File: src/rtl/issue_scoreboard.sv
// issue_scoreboard: decode-stage RAW hazard controller.
// Tracks pending writes to x1..x31 with small down-counters, stalls decode
// while a source register is not yet readable, holds issue off around a
// flush, and keeps a saturating count of stall cycles.
// Optional feature macro: FORWARDING_EN (hazards use the forwarding-ready
// counters instead of the writeback counters).
module issue_scoreboard #(
    parameter int ALU_LAT      = 1,
    parameter int LOAD_LAT     = 2,
    parameter int WB_LAT       = 4,
    parameter int FLUSH_BUBBLE = 1
) (
    input  logic        clock,
    input  logic        reset,
    input  logic        dec_valid,
    input  logic [4:0]  dec_rs1,
    input  logic [4:0]  dec_rs2,
    input  logic        dec_use_rs1,
    input  logic        dec_use_rs2,
    input  logic [4:0]  dec_rd,
    input  logic        dec_wr_rd,
    input  logic        dec_is_load,
    input  logic        flush,
    output logic        stall,
    output logic        issue,
    output logic [31:0] busy_mask,
    output logic [31:0] stall_count
);

    // Reload values: a consumer issued k cycles later sees LAT-k.
    localparam logic [2:0] WB_INIT   = 3'(WB_LAT - 1);
    localparam logic [2:0] BUB_INIT  = 3'(FLUSH_BUBBLE);
    localparam logic       PARAMS_OK = (ALU_LAT >= 1) && (ALU_LAT <= LOAD_LAT) &&
                                       (LOAD_LAT <= WB_LAT) && (WB_LAT <= 8);

    logic [2:0] wb_cnt [32];
    logic [2:0] bubble;
    logic [2:0] rdy_rs1;
    logic [2:0] rdy_rs2;
    logic       haz_rs1;
    logic       haz_rs2;
    logic       load_rd;
    logic [1:0] unused_cfg;

    // A source is hazardous when it is read, is not x0, and its counter is live.
    function automatic logic is_hazard(input logic use_rs, input logic [4:0] rs,
                                       input logic [2:0] cnt);
        return use_rs && (rs != 5'd0) && (cnt != 3'd0);
    endfunction

`ifdef FORWARDING_EN
    localparam logic [2:0] ALU_INIT  = 3'(ALU_LAT - 1);
    localparam logic [2:0] LOAD_INIT = 3'(LOAD_LAT - 1);

    logic [2:0] fwd_cnt [32];

    assign rdy_rs1 = fwd_cnt[dec_rs1];
    assign rdy_rs2 = fwd_cnt[dec_rs2];

    // Forwarding-ready counters: reload on a writing issue, otherwise drain.
    always_ff @(posedge clock) begin
        if (reset) begin
            for (int r = 0; r < 32; r++) fwd_cnt[r] <= 3'd0;
        end else begin
            for (int r = 0; r < 32; r++) begin
                if (r == 0)
                    fwd_cnt[r] <= 3'd0;
                else if (load_rd && (dec_rd == 5'(r)))
                    fwd_cnt[r] <= dec_is_load ? LOAD_INIT : ALU_INIT;
                else if (fwd_cnt[r] != 3'd0)
                    fwd_cnt[r] <= fwd_cnt[r] - 3'd1;
            end
        end
    end
`else
    assign rdy_rs1 = wb_cnt[dec_rs1];
    assign rdy_rs2 = wb_cnt[dec_rs2];
`endif

    // Load type and latency legality only matter with forwarding enabled.
    assign unused_cfg = {dec_is_load, PARAMS_OK};

    assign haz_rs1 = is_hazard(dec_use_rs1, dec_rs1, rdy_rs1);
    assign haz_rs2 = is_hazard(dec_use_rs2, dec_rs2, rdy_rs2);
    assign stall   = dec_valid & (haz_rs1 | haz_rs2);
    assign issue   = dec_valid & ~stall & ~flush & (bubble == 3'd0);
    assign load_rd = issue & dec_wr_rd & (dec_rd != 5'd0);

    // Writeback counters: a new producer overrides the decrement (in-order,
    // so the new value never shrinks the window and WAW is covered).
    always_ff @(posedge clock) begin
        if (reset) begin
            for (int r = 0; r < 32; r++) wb_cnt[r] <= 3'd0;
        end else begin
            for (int r = 0; r < 32; r++) begin
                if (r == 0)
                    wb_cnt[r] <= 3'd0;
                else if (load_rd && (dec_rd == 5'(r)))
                    wb_cnt[r] <= WB_INIT;
                else if (wb_cnt[r] != 3'd0)
                    wb_cnt[r] <= wb_cnt[r] - 3'd1;
            end
        end
    end

    // Post-flush bubble: armed on the flush edge, then counts down to zero.
    always_ff @(posedge clock) begin
        if (reset)
            bubble <= 3'd0;
        else if (flush)
            bubble <= BUB_INIT;
        else if (bubble != 3'd0)
            bubble <= bubble - 3'd1;
    end

    // Saturating performance counter of stalled cycles.
    always_ff @(posedge clock) begin
        if (reset)
            stall_count <= 32'd0;
        else if (stall && (stall_count != 32'hFFFF_FFFF))
            stall_count <= stall_count + 32'd1;
    end

    // A register is busy until the register file holds its pending result.
    always_comb begin
        busy_mask = 32'd0;
        for (int r = 1; r < 32; r++) busy_mask[r] = (wb_cnt[r] != 3'd0);
    end

endmodule
File: config.mk
export PLATFORM = sky130hd
export DESIGN_NAME = issue_scoreboard
export DESIGN_NICKNAME = d
export VERILOG_FILES = /design/src/rtl/issue_scoreboard.sv
export SDC_FILE = /design/constraint.sdc
export NUM_CORES = 1
export LEC_CHECK = 0
export CAP_MARGIN = 10
export CORE_AREA = 4 4 124 126
export CTS_CLUSTER_DIAMETER = 50
export CTS_CLUSTER_SIZE = 10
export DETAILED_ROUTE_END_ITERATION = 6
export DIE_AREA = 0 0 128 130
export PLACE_DENSITY = 0.85
export SYNTH_ARGS = -nofsm -noshare
export SYNTH_HDL_FRONTEND = slang
export SYNTH_SLANG_ARGS = --single-unit
File: constraint.sdc
create_clock -name clock -period 5.64 [get_ports clock]
set_input_delay 1.128 -clock clock [delete_from_list [all_inputs] [get_ports clock]]
set_output_delay 1.128 -clock clock [all_outputs]
set_load 0.02 [all_outputs]
==> run_results.csv, run 1 <==
group,metric,value,unit
sta,tightest_slew,1.04,ns
clock_tree,postCtsSetupBuffers,0,
sta,layout_worst_path_cycle_share,0.934,
pwr,powerDensity,484,nW/µm²
cells_and_area,diodes,0,
sta,clock_skew,0.00662,ns
floorplan,dieArea,16600,µm²
detailed_routing,viasPerCell,6.26,
worst_setup_path,reg2reg_from,"wb_cnt[18][0]",
clock_tree,clockBufferDepth,2,
worst_setup_path,crit_top_cell,"clkdlybuf4s50_1",
global_route,grt_max_degree,107,
synth,yosysSeqAreaShare,0.397,
clock_tree,cts_buffers,17,
synth,syn_area,8790,µm²
cells_and_area,syn2layout_area_growth,17.2,%
synth,netlist_instances,952,
cells_and_area,nets,1108,
clock_tree,cts_tree,"done",
floorplan,rows,44,
worst_setup_path,cp-end-kind,"output pin",
worst_setup_path,r2r_end,"wb_cnt[6][0]",
clock_tree,cts_sinks,128,
worst_setup_path,critPathSlowestCell,"clkdlybuf4s50_1",
floorplan,die_h,130,µm
clock_tree,clk_pin_slew,0.05,ns
worst_setup_path,worst-endpoint-required,4.51,ns
worst_setup_path,critPathMaxStageDelay,0.71,ns
place,hpwl,15800,µm
outcome,status,"finished clean",
detailed_routing,routed_wl,21500,µm
global_route,grt_usage,0.258,
clock_tree,ctsRootBufferMaster,"clkbuf_16",
detailed_routing,drc_errors,0,
detailed_routing,drt_pre_antenna_iters,5,
global_route,globalRoute.totalOverflow,0,
worst_hold_path,hold_class,"reg2reg",
floorplan,fp.dieW,128,µm
sta,slew_headroom,0.306,
synth,synth_warnings,0,
synth,mappedNetlistNets,1040,
pwr,peakVddDrop,244,µV
synth,synth_cell_types,64,
worst_setup_path,setup.worst_path.start,"dec_rs1[1]",
worst_setup_path,r2r_cells,8,
worst_setup_path,path_delay_family,"buffers and inverters",
worst_setup_path,r2r_setup_slack,2.07,ns
synth,ys_ff_latch,128,
clock_tree,hold_buffers,0,
worst_hold_path,holdPathEnd,"stall_count[6]",
detailed_routing,drt_iter0_drc,606,
detailed_routing,via_count,7615,
worst_setup_path,crit_arrival,4.14,ns
synth,synth_edf_count,93,
worst_setup_path,critPathMaxFanout,13,
worst_setup_path,path_buf_inv,3,
clock_tree,ctsResizeCount,0,
sta,rsz0062_at_grt,"false",
sta,min_period,5.27,ns
detailed_routing,wl_per_cell,17.6,µm
worst_setup_path,critPathKind,"in2out",
sta,hold_viol,0,
worst_hold_path,hold_depth,2,
clock_tree,htree_levels,4,
global_route,antenna_found_initial,0,
detailed_routing,drtAntennaViolNets,0,
sta,setup_viol_count_final,0,
floorplan,ios,89,
floorplan,initial_core_util,0.614,
place,place_area,9730,µm²
global_route,grt_pass1_wl,34500,µm
synth,synth.avg_cell_area,9.24,µm²
sta,fmax,190,MHz
sta,fin_setup_tns,0,ns
sta,slew_violations,0,
cells_and_area,nFillCells,1074,
synth,synthArstFlopShare,0,
job,maxCapViolCount,0,
place,gp_congestion,0.892,
worst_setup_path,startpoint_type,"input pin",
cells_and_area,final_cell_area,10300,µm²
global_route,grt_pass1_vias,7356,
clock_tree,clock_latency,0.42,ns
worst_setup_path,cp_cell_sequence,"clkdlybuf4s50_1 > buf_4 > nor2_1 > a21boi_0 > o21ai_0 > nand4_1 > nand4_2 > o22ai_1 > and2_1 > clkdlybuf4s50_1",
synth,synthFlopType,"edfxtp_1",
floorplan,core_area,14300,µm²
cells_and_area,drive_above_1_share,0.0668,
worst_hold_path,holdCritStartpoint,"stall_count[6]",
place,port_buffers,86,
pwr,leakage,3.87,nW
## worst reg2reg max path, delay by kind of cell, from the launching register on
family | cells | cell delay, ns
muxes | 2 | 0.42
and+or+nand+nor | 3 | 1.51
DFF | 1 | 0.41
AOI/OAI and AO/OA | 2 | 0.68
buffers and inverters | 1 | 0.23
## routing by layer
| layer | vias up | global-route usage | part of all wire |
|---|---|---|---|
| met5 | - | 0 | 0 |
| met4 | 0 | 0.0993 | 0.026 |
| met3 | 44 | 0.0770 | 0.082 |
| met2 | 302 | 0.441 | 0.48 |
| met1 | 3601 | 0.309 | 0.41 |
| li1 | 3668 | - | - |
## flip-flops by register name, summed over array words and instances (netlist names)
name and count:
bubble 3, wb_cnt 93, stall_count 32
## area by class of cell
| type | count | area, µm² | share of cell area |
|---|---|---|---|
| clock buffers | 18 | 429 | 0.0416 |
| clock inverters | 14 | 148 | 0.0143 |
| inverters | 98 | 368 | 0.0357 |
| multi-input cells | 675 | 4680 | 0.454 |
| flip-flops and latches | 128 | 3490 | 0.339 |
| well taps | 184 | 230 | 0.0223 |
| repair buffers | 100 | 963 | 0.0935 |
## stage by stage
| step | total power [W] | utilization | hold slack (ns) | setup slack, ns | std cells |
|---|---|---|---|---|---|
| after detailed placement | 0.00390 | 0.680 | 0.486 | 0.459 | 1185 |
| final | 0.00498 | 0.720 | 0.497 | 0.370 | 1217 |
| after CTS | 0.00499 | 0.720 | 0.499 | 0.438 | 1217 |
| after global placement | 0.00379 | 0.680 | 0.477 | 0.496 | 1185 |
| after floorplan | 0.00316 | - | 0.476 | 1.73 | 952 |
| after global routing | 0.00532 | 0.720 | 0.536 | 0.114 | 1217 |
## worst max-delay path by stage
stage	end	depth (start not counted)
CTS	stall	10
global placement	stall	8
floorplan	issue	7
detailed placement	stall	10
global route	stall	9
finish	stall	10
## cell usage after synthesis, drive strengths merged, types with 5 or more instances
cell type	number	area [µm²]
a2111oi	5	51.3
o32ai	34	298
mux2i	22	220
o31ai	11	82.6
buf	18	130
a211oi	23	178
nor2	90	338
nor3	58	302
nor4	12	81.3
and3	9	56.3
mux2	8	90.1
or3	21	131
clkbuf	33	124
nor3b	9	67.6
a21oi	44	220
or2	5	31.3
o21a	10	75.1
or4	10	75.1
nand3	29	145
ha	65	813
nand4	15	115
edfxtp	93	2790
mux4	6	143
dfxtp	35	701
nand2	37	139
a31oi	30	188
inv	98	368
nor2b	30	188
o21ai	28	148
nand2b	24	150
## cells in the final DEF, fill, tap and decap left out, types with 5 or more instances in the layout
cell type,count
inv_1,98
edfxtp_1,93
nor2_1,90
clkdlybuf4s50_1,85
ha_1,65
nor3_1,57
a21oi_1,44
nand2_1,37
dfxtp_1,35
o32ai_1,34
nor2b_1,30
a31oi_1,30
nand3_1,29
nand2b_1,24
mux2i_1,22
a211oi_1,22
or3_1,21
o21ai_0,19
clkbuf_16,17
buf_4,15
nand4_1,13
nor4_1,11
o31ai_1,11
o21a_1,10
or4_1,10
nor3b_1,9
and3_1,9
mux2_2,8
o21ai_1,7
clkinv_1,5
## cell families after synthesis
| group | synth area share |
|---|---|
| and+or+nand+nor | 0.230 |
| buffers and inverters | 0.0707 |
| AOI/OAI and AO/OA | 0.156 |
| other | 0.000427 |
| xor gates and xnor gates | 0.000996 |
| muxes | 0.0515 |
| adders and majority gates | 0.0925 |
| DFF | 0.397 |
## power breakdown
group          internal, W  leakage [nW]  switching (W)
sequential         0.00145          1.31       0.000251
combinational     0.000928          2.28        0.00128
clock             0.000683         0.277       0.000392
total              0.00306          3.87        0.00192
No activity file was read; power rests on OpenSTA's default activity.
==> inputs of run 2 (changes only) <==
Settings changed: CORE_AREA 4 4 124 126 to 4 4 197 122, DIE_AREA 0 0 128 130 to 0 0 201 126, PLACE_DENSITY 0.85 to not set, SETUP_SLACK_MARGIN set to 0.02.
==> run 2 against run 1 <==
  * Final area increased by 2.2%
  * Clock skew rose by 0.0071 ns
  * Non-clock buffer count down 2
  * First-iteration DRC count fell by 9.6%
  * Clock power up 19%
  * Fmax is 0.34% lower
  * Count of clock-buffer cells in the layout unchanged
  * Critical path depth fell by 2
  * Critical endpoint unchanged
  * Largest cell class unchanged
  * Register-to-register slack lost 0.12 ns
==> run_results.csv, run 2 (synthesis gave the netlist of run 1 again) <==
group,metric,value,unit
worst_setup_path,critPathKind,"in2out",
detailed_routing,via_count,7575,
floorplan,initial_core_util,0.399,
floorplan,die_h,126,µm
cells_and_area,drive_above_1_share,0.0698,
pwr,comb_power_share,0.430,
place,hpwl,18200,µm
global_route,grt_pass1_vias,7009,
pwr,power.switching,0.00201,W
clock_tree,hold_buffers,0,
pwr,intPower,0.00321,W
worst_setup_path,cp_cell_sequence,"clkdlybuf4s50_1 > mux4_2 > a2111oi_2 > nor3_1 > nor3_4 > o22ai_1 > and2_1 > clkdlybuf4s50_1",
worst_setup_path,worst-endpoint-required,4.51,ns
sta,setup_viol_count_final,0,
detailed_routing,drt_iter0_drc,548,
pwr,leakage,3.91,nW
detailed_routing,drc_errors,0,
worst_setup_path,critPathMaxFanout,4,
clock_tree,cts_sinks,128,
job,maxCapViolCount,0,
global_route,grt_usage,0.189,
detailed_routing,wl_per_cell,18.4,µm
pwr,powerDensity,495,nW/µm²
clock_tree,clockBufferDepth,2,
worst_setup_path,critPathMaxStageDelay,0.62,ns
cells_and_area,diodes,0,
cells_and_area,layout_commonest_cell,"inv_1",
clock_tree,htree_levels,4,
floorplan,fp.dieW,201,µm
cells_and_area,top_register,"wb_cnt",
detailed_routing,viasPerCell,5.75,
clock_tree,cts_buffers,17,
global_route,antenna_found_initial,0,
sta,hold_viol,0,
sta,tightest_slew,0.809,ns
worst_setup_path,crit_arrival,4.16,ns
clock_tree,ctsRootBufferMaster,"clkbuf_16",
pwr,swShare,0.385,
worst_setup_path,critPathSlowestCell,"clkdlybuf4s50_1",
sta,clock_skew,0.0137,ns
sta,rsz0062_at_grt,"false",
cells_and_area,nFillCells,2018,
detailed_routing,routed_wl,24200,µm
cells_and_area,finalCoreUtilization,0.479,
clock_tree,cts_tree,"done",
worst_hold_path,hold_class,"reg2reg",
clock_tree,ctsResizeCount,0,
pwr,pwr-share-clk,0.243,
clock_tree,clock_latency,0.43,ns
worst_setup_path,startpoint_type,"input pin",
worst_setup_path,crit_top_cell,"clkdlybuf4s50_1",
pwr,peakVddDrop,265,µV
clock_tree,postCtsSetupBuffers,0,
global_route,globalRoute.totalOverflow,0,
cells_and_area,largest_reg_flops,93,
cells_and_area,largestRegisters,"wb_cnt: 93 flops, stall_count: 32 flops, bubble: 3 flops",
detailed_routing,drt_pre_antenna_iters,5,
floorplan,core_area,22000,µm²
cells_and_area,syn2layout_area_growth,19.9,%
sta,fin_setup_tns,0,ns
sta,slew_violations,0,
global_route,grt_max_degree,102,
clock_tree,clk_pin_slew,0.06,ns
floorplan,ios,89,
sta,layout_worst_path_cycle_share,0.938,
detailed_routing,drtAntennaViolNets,0,
floorplan,dieArea,25300,µm²
sta,fmax,189,MHz
global_route,grt_pass1_wl,38500,µm
cells_and_area,nets,1106,
cells_and_area,layout_common_cells,"98 x inv_1, 93 x edfxtp_1, 90 x nor2_1",
floorplan,rows,42,
outcome,status,"finished clean",
place,port_buffers,86,
sta,slew_headroom,0.461,
worst_setup_path,cp-end-kind,"output pin",
sta,min_period,5.29,ns
place,gp_congestion,0.863,
pwr,pwr-share-seq,0.327,
-- run 2: changes by cell type in the layout (fill, tap and decap cells not counted) --
cell,before,now
buf_12,0,2
clkinv_4,1,3
bufinv_16,3,6
clkinv_1,5,0
buf_4,15,11
clkinvlp_4,2,3
clkinv_2,3,2
-- run 2: layer usage --
layer  wire length (µm)  track usage  vias up
met4                250       0.0408        0
met3               1870       0.0504       22
met2               9350        0.257      252
met1              12700        0.297     3632
li1                   -            -     3669
met5                  0            0        -
-- run 2: worst paths after layout --
path / from / endpoint / slack [ns] / cells past startpoint
worst min-delay path: stall_count[18] / stall_count[18] / 0.50 / 2
worst max-delay path: dec_rs2[0] / stall / 0.35 / 8
worst max register to register: wb_cnt[18][0] / wb_cnt[3][0] / 1.95 / 8
worst min register to register: stall_count[18] / stall_count[18] / 0.50 / 2
-- run 2: stage by stage --
step,area (µm²),hold slack [ns],cells,setup slack [ns],total power (W)
2_1_floorplan,8790,0.476,952,1.73,0.00316
3_3_place_gp,9870,0.484,1285,0.395,0.00391
6_report,10500,0.496,1317,0.351,0.00521
5_1_grt,10500,0.525,1317,0.184,0.00559
3_5_place_dp,9870,0.493,1285,0.398,0.00394
4_1_cts,10500,0.502,1317,0.395,0.00522
-- run 2: area by class of cell --
type / instances / area (µm²) / area share
Clock buffer: 18 / 429 / 0.0407
Sequential cell: 128 / 3490 / 0.332
Inverter: 98 / 368 / 0.0349
Timing Repair Buffer: 98 / 973 / 0.0924
Multi-Input combinational cell: 675 / 4680 / 0.444
Clock inverter: 14 / 239 / 0.0227
Tap cell: 286 / 358 / 0.0340
-- run 2: worst max-delay path: cells and delay by family --
| kind | cells | cell delay (ns) |
|---|---|---|
| multiplexers | 1 | 0.55 |
| AO/OA/AOI/OAI | 2 | 0.60 |
| buffers and inverters | 2 | 1.16 |
| AND/OR/NAND/NOR | 3 | 0.73 |
-- run 2: power by group through the flow --
stage          combinational (W)  sequential [W]  clock (W)
2_1_floorplan            0.00152         0.00164          0
3_3_place_gp             0.00220         0.00171          0
3_5_place_dp             0.00222         0.00172          0
4_1_cts                  0.00225         0.00170    0.00128
5_1_grt                  0.00250         0.00175    0.00133
6_report                 0.00224         0.00170    0.00127
==> inputs of run 3 (changes only) <==
Settings changed: GPL_TIMING_DRIVEN set to 0.
==> run 3 against run 2 <==
  * Utilization is 0.14 points higher
  * Combinational power increased by 3%
  * Global-route usage grew 3.2 points
  * Final area grew 0.28%
==> run_results.csv, run 3 (synthesis gave the netlist of run 1 again) <==
group,metric,value,unit
outcome,status,"finished clean",
cells_and_area,syn2layout_area_growth,20.2,%
clock_tree,postCtsSetupBuffers,0,
detailed_routing,wl_per_cell,20.9,µm
pwr,pwr-share-clk,0.219,
job,maxCapViolCount,0,
place,port_buffers,82,
global_route,grt_pass1_vias,7282,
floorplan,initial_core_util,0.399,
pwr,intPower,0.00306,W
sta,layout_worst_path_cycle_share,0.961,
sta,tightest_slew,0.831,ns
detailed_routing,drc_errors,0,
pwr,comb_power_share,0.449,
pwr,power.switching,0.00206,W
floorplan,fp.dieW,201,µm
worst_setup_path,cp_cell_sequence,"clkdlybuf4s50_1 > buf_2 > nand2_1 > a211oi_1 > nor4b_1 > o21ai_2 > o21ai_2 > o22ai_1 > buf_2 > and2_1 > clkdlybuf4s50_1",
sta,clock_skew,0.0127,ns
cells_and_area,nFillCells,2109,
pwr,peakVddDrop,282,µV
pwr,leakage,3.93,nW
detailed_routing,via_count,7998,
cells_and_area,largest_reg_flops,93,
clock_tree,clk_pin_slew,0.06,ns
sta,fmax,184,MHz
cells_and_area,largestRegisters,"wb_cnt: 93 flops, stall_count: 32 flops, bubble: 3 flops",
sta,setup_viol_count_final,0,
cells_and_area,top_register,"wb_cnt",
global_route,grt_max_degree,17,
sta,fin_setup_tns,0,ns
cells_and_area,layout_common_cells,"98 x inv_1, 93 x edfxtp_1, 90 x nor2_1",
place,place_area,9980,µm²
place,dp.cells,1321,
clock_tree,hold_buffers,0,
worst_setup_path,cp-end-kind,"output pin",
pwr,pwr-share-seq,0.332,
place,gp_congestion,0.905,
clock_tree,htree_levels,4,
worst_setup_path,critPathMaxStageDelay,0.68,ns
worst_hold_path,hold_class,"reg2reg",
pwr,swShare,0.403,
cells_and_area,diodes,0,
sta,hold_viol,0,
global_route,grt_pass1_wl,43400,µm
place,hpwl,21700,µm
cells_and_area,final_cell_area,10600,µm²
clock_tree,cts_buffers,17,
floorplan,die_h,126,µm
clock_tree,clockBufferDepth,2,
floorplan,dieArea,25300,µm²
cells_and_area,layout_commonest_cell,"inv_1",
cells_and_area,stdcell_count,1353,
worst_setup_path,critPathKind,"in2out",
worst_setup_path,critPathMaxFanout,10,
worst_setup_path,critPathSlowestCell,"clkdlybuf4s50_1",
cells_and_area,drive_above_1_share,0.0722,
worst_setup_path,crit_arrival,4.29,ns
detailed_routing,drt_pre_antenna_iters,5,
worst_setup_path,startpoint_type,"input pin",
floorplan,ios,89,
floorplan,rows,42,
detailed_routing,drtAntennaViolNets,0,
sta,min_period,5.42,ns
detailed_routing,viasPerCell,5.91,
cells_and_area,nets,1142,
clock_tree,ctsRootBufferMaster,"clkbuf_16",
cells_and_area,finalCoreUtilization,0.480,
global_route,grt_usage,0.221,
clock_tree,clock_latency,0.44,ns
detailed_routing,drt_iter0_drc,949,
global_route,antenna_found_initial,0,
pwr,powerDensity,485,nW/µm²
sta,holdWs,0.502,ns
clock_tree,cts_tree,"done",
sta,slew_violations,0,
sta,slew_headroom,0.446,
detailed_routing,routed_wl,28300,µm
worst_setup_path,worst-endpoint-required,4.51,ns
sta,rsz0062_at_grt,"false",
clock_tree,cts_sinks,128,
global_route,globalRoute.totalOverflow,0,
floorplan,core_area,22000,µm²
==> run 3: cell types whose count changed in the layout (fill, tap and decap cells not counted), sizes merged <==
cell / previous run / this run
inv: 98 / 101
bufinv: 6 / 1
clkinvlp: 3 / 0
clkbuf: 18 / 54
buf: 13 / 19
clkinv: 5 / 7
clkdlybuf4s50: 85 / 81
dlygate4sd2: 0 / 1
==> run 3: final timing paths <==
| path | start | end | slack [ns] | cells after the start |
|---|---|---|---|---|
| hold / removal | stall_count[20] | stall_count[20] | 0.50 | 2 |
| hold reg to reg | stall_count[20] | stall_count[20] | 0.50 | 2 |
| setup / recovery | dec_rs2[1] | stall | 0.22 | 11 |
| setup reg to reg | wb_cnt[19][0] | wb_cnt[2][1] | 1.79 | 8 |
==> run 3: per-layer routing <==
| layer | routed length, µm | up-vias | share of wire | track usage |
|---|---|---|---|---|
| li1 | - | 3740 | - | - |
| met1 | 14100 | 3859 | 0.50 | 0.358 |
| met2 | 10600 | 378 | 0.38 | 0.284 |
| met3 | 3310 | 21 | 0.12 | 0.0673 |
| met4 | 201 | 0 | 0.0071 | 0.0380 |
| met5 | 0 | - | 0 | 0 |
==> run 3: metrics by stage <==
stage | total power (W) | worst slack (ns)
after floorplan | 0.00316 | 1.73
after global placement | 0.00395 | -0.0448
after detailed placement | 0.00398 | -0.0225
after CTS | 0.00511 | 0.197
after global routing | 0.00549 | 0.0592
final | 0.00512 | 0.220
==> run 3: power groups by stage <==
stage | logic [W] | registers [W] | clock network [W]
5_1_grt | 0.00257 | 0.00174 | 0.00117
2_1_floorplan | 0.00152 | 0.00164 | 0
6_report | 0.00230 | 0.00170 | 0.00112
3_3_place_gp | 0.00224 | 0.00171 | 0
4_1_cts | 0.00228 | 0.00170 | 0.00113
3_5_place_dp | 0.00226 | 0.00172 | 0
==> run 3: worst max-delay path: cells and delay by family <==
kind	cells	cell delay, ns
buf+inv	4	1.92
compound gates	4	0.84
simple gates	3	0.38
==> run 3: final cells by class <==
cell class / instances / area (µm²) / area share
inverter: 98 / 368 / 0.0348
timing repair buffer: 83 / 825 / 0.0780
clock buffer: 21 / 493 / 0.0466
buffer: 51 / 254 / 0.0240
multi-input combinational: 675 / 4680 / 0.443
tap: 286 / 358 / 0.0339
clock inverter: 11 / 100 / 0.00947
sequential: 128 / 3490 / 0.331
==> run 3: repair_timing <==
item,4_1_cts,5_1_grt
pin swaps,0,1
setup endpoints to repair,2,1
resized for setup,1,0
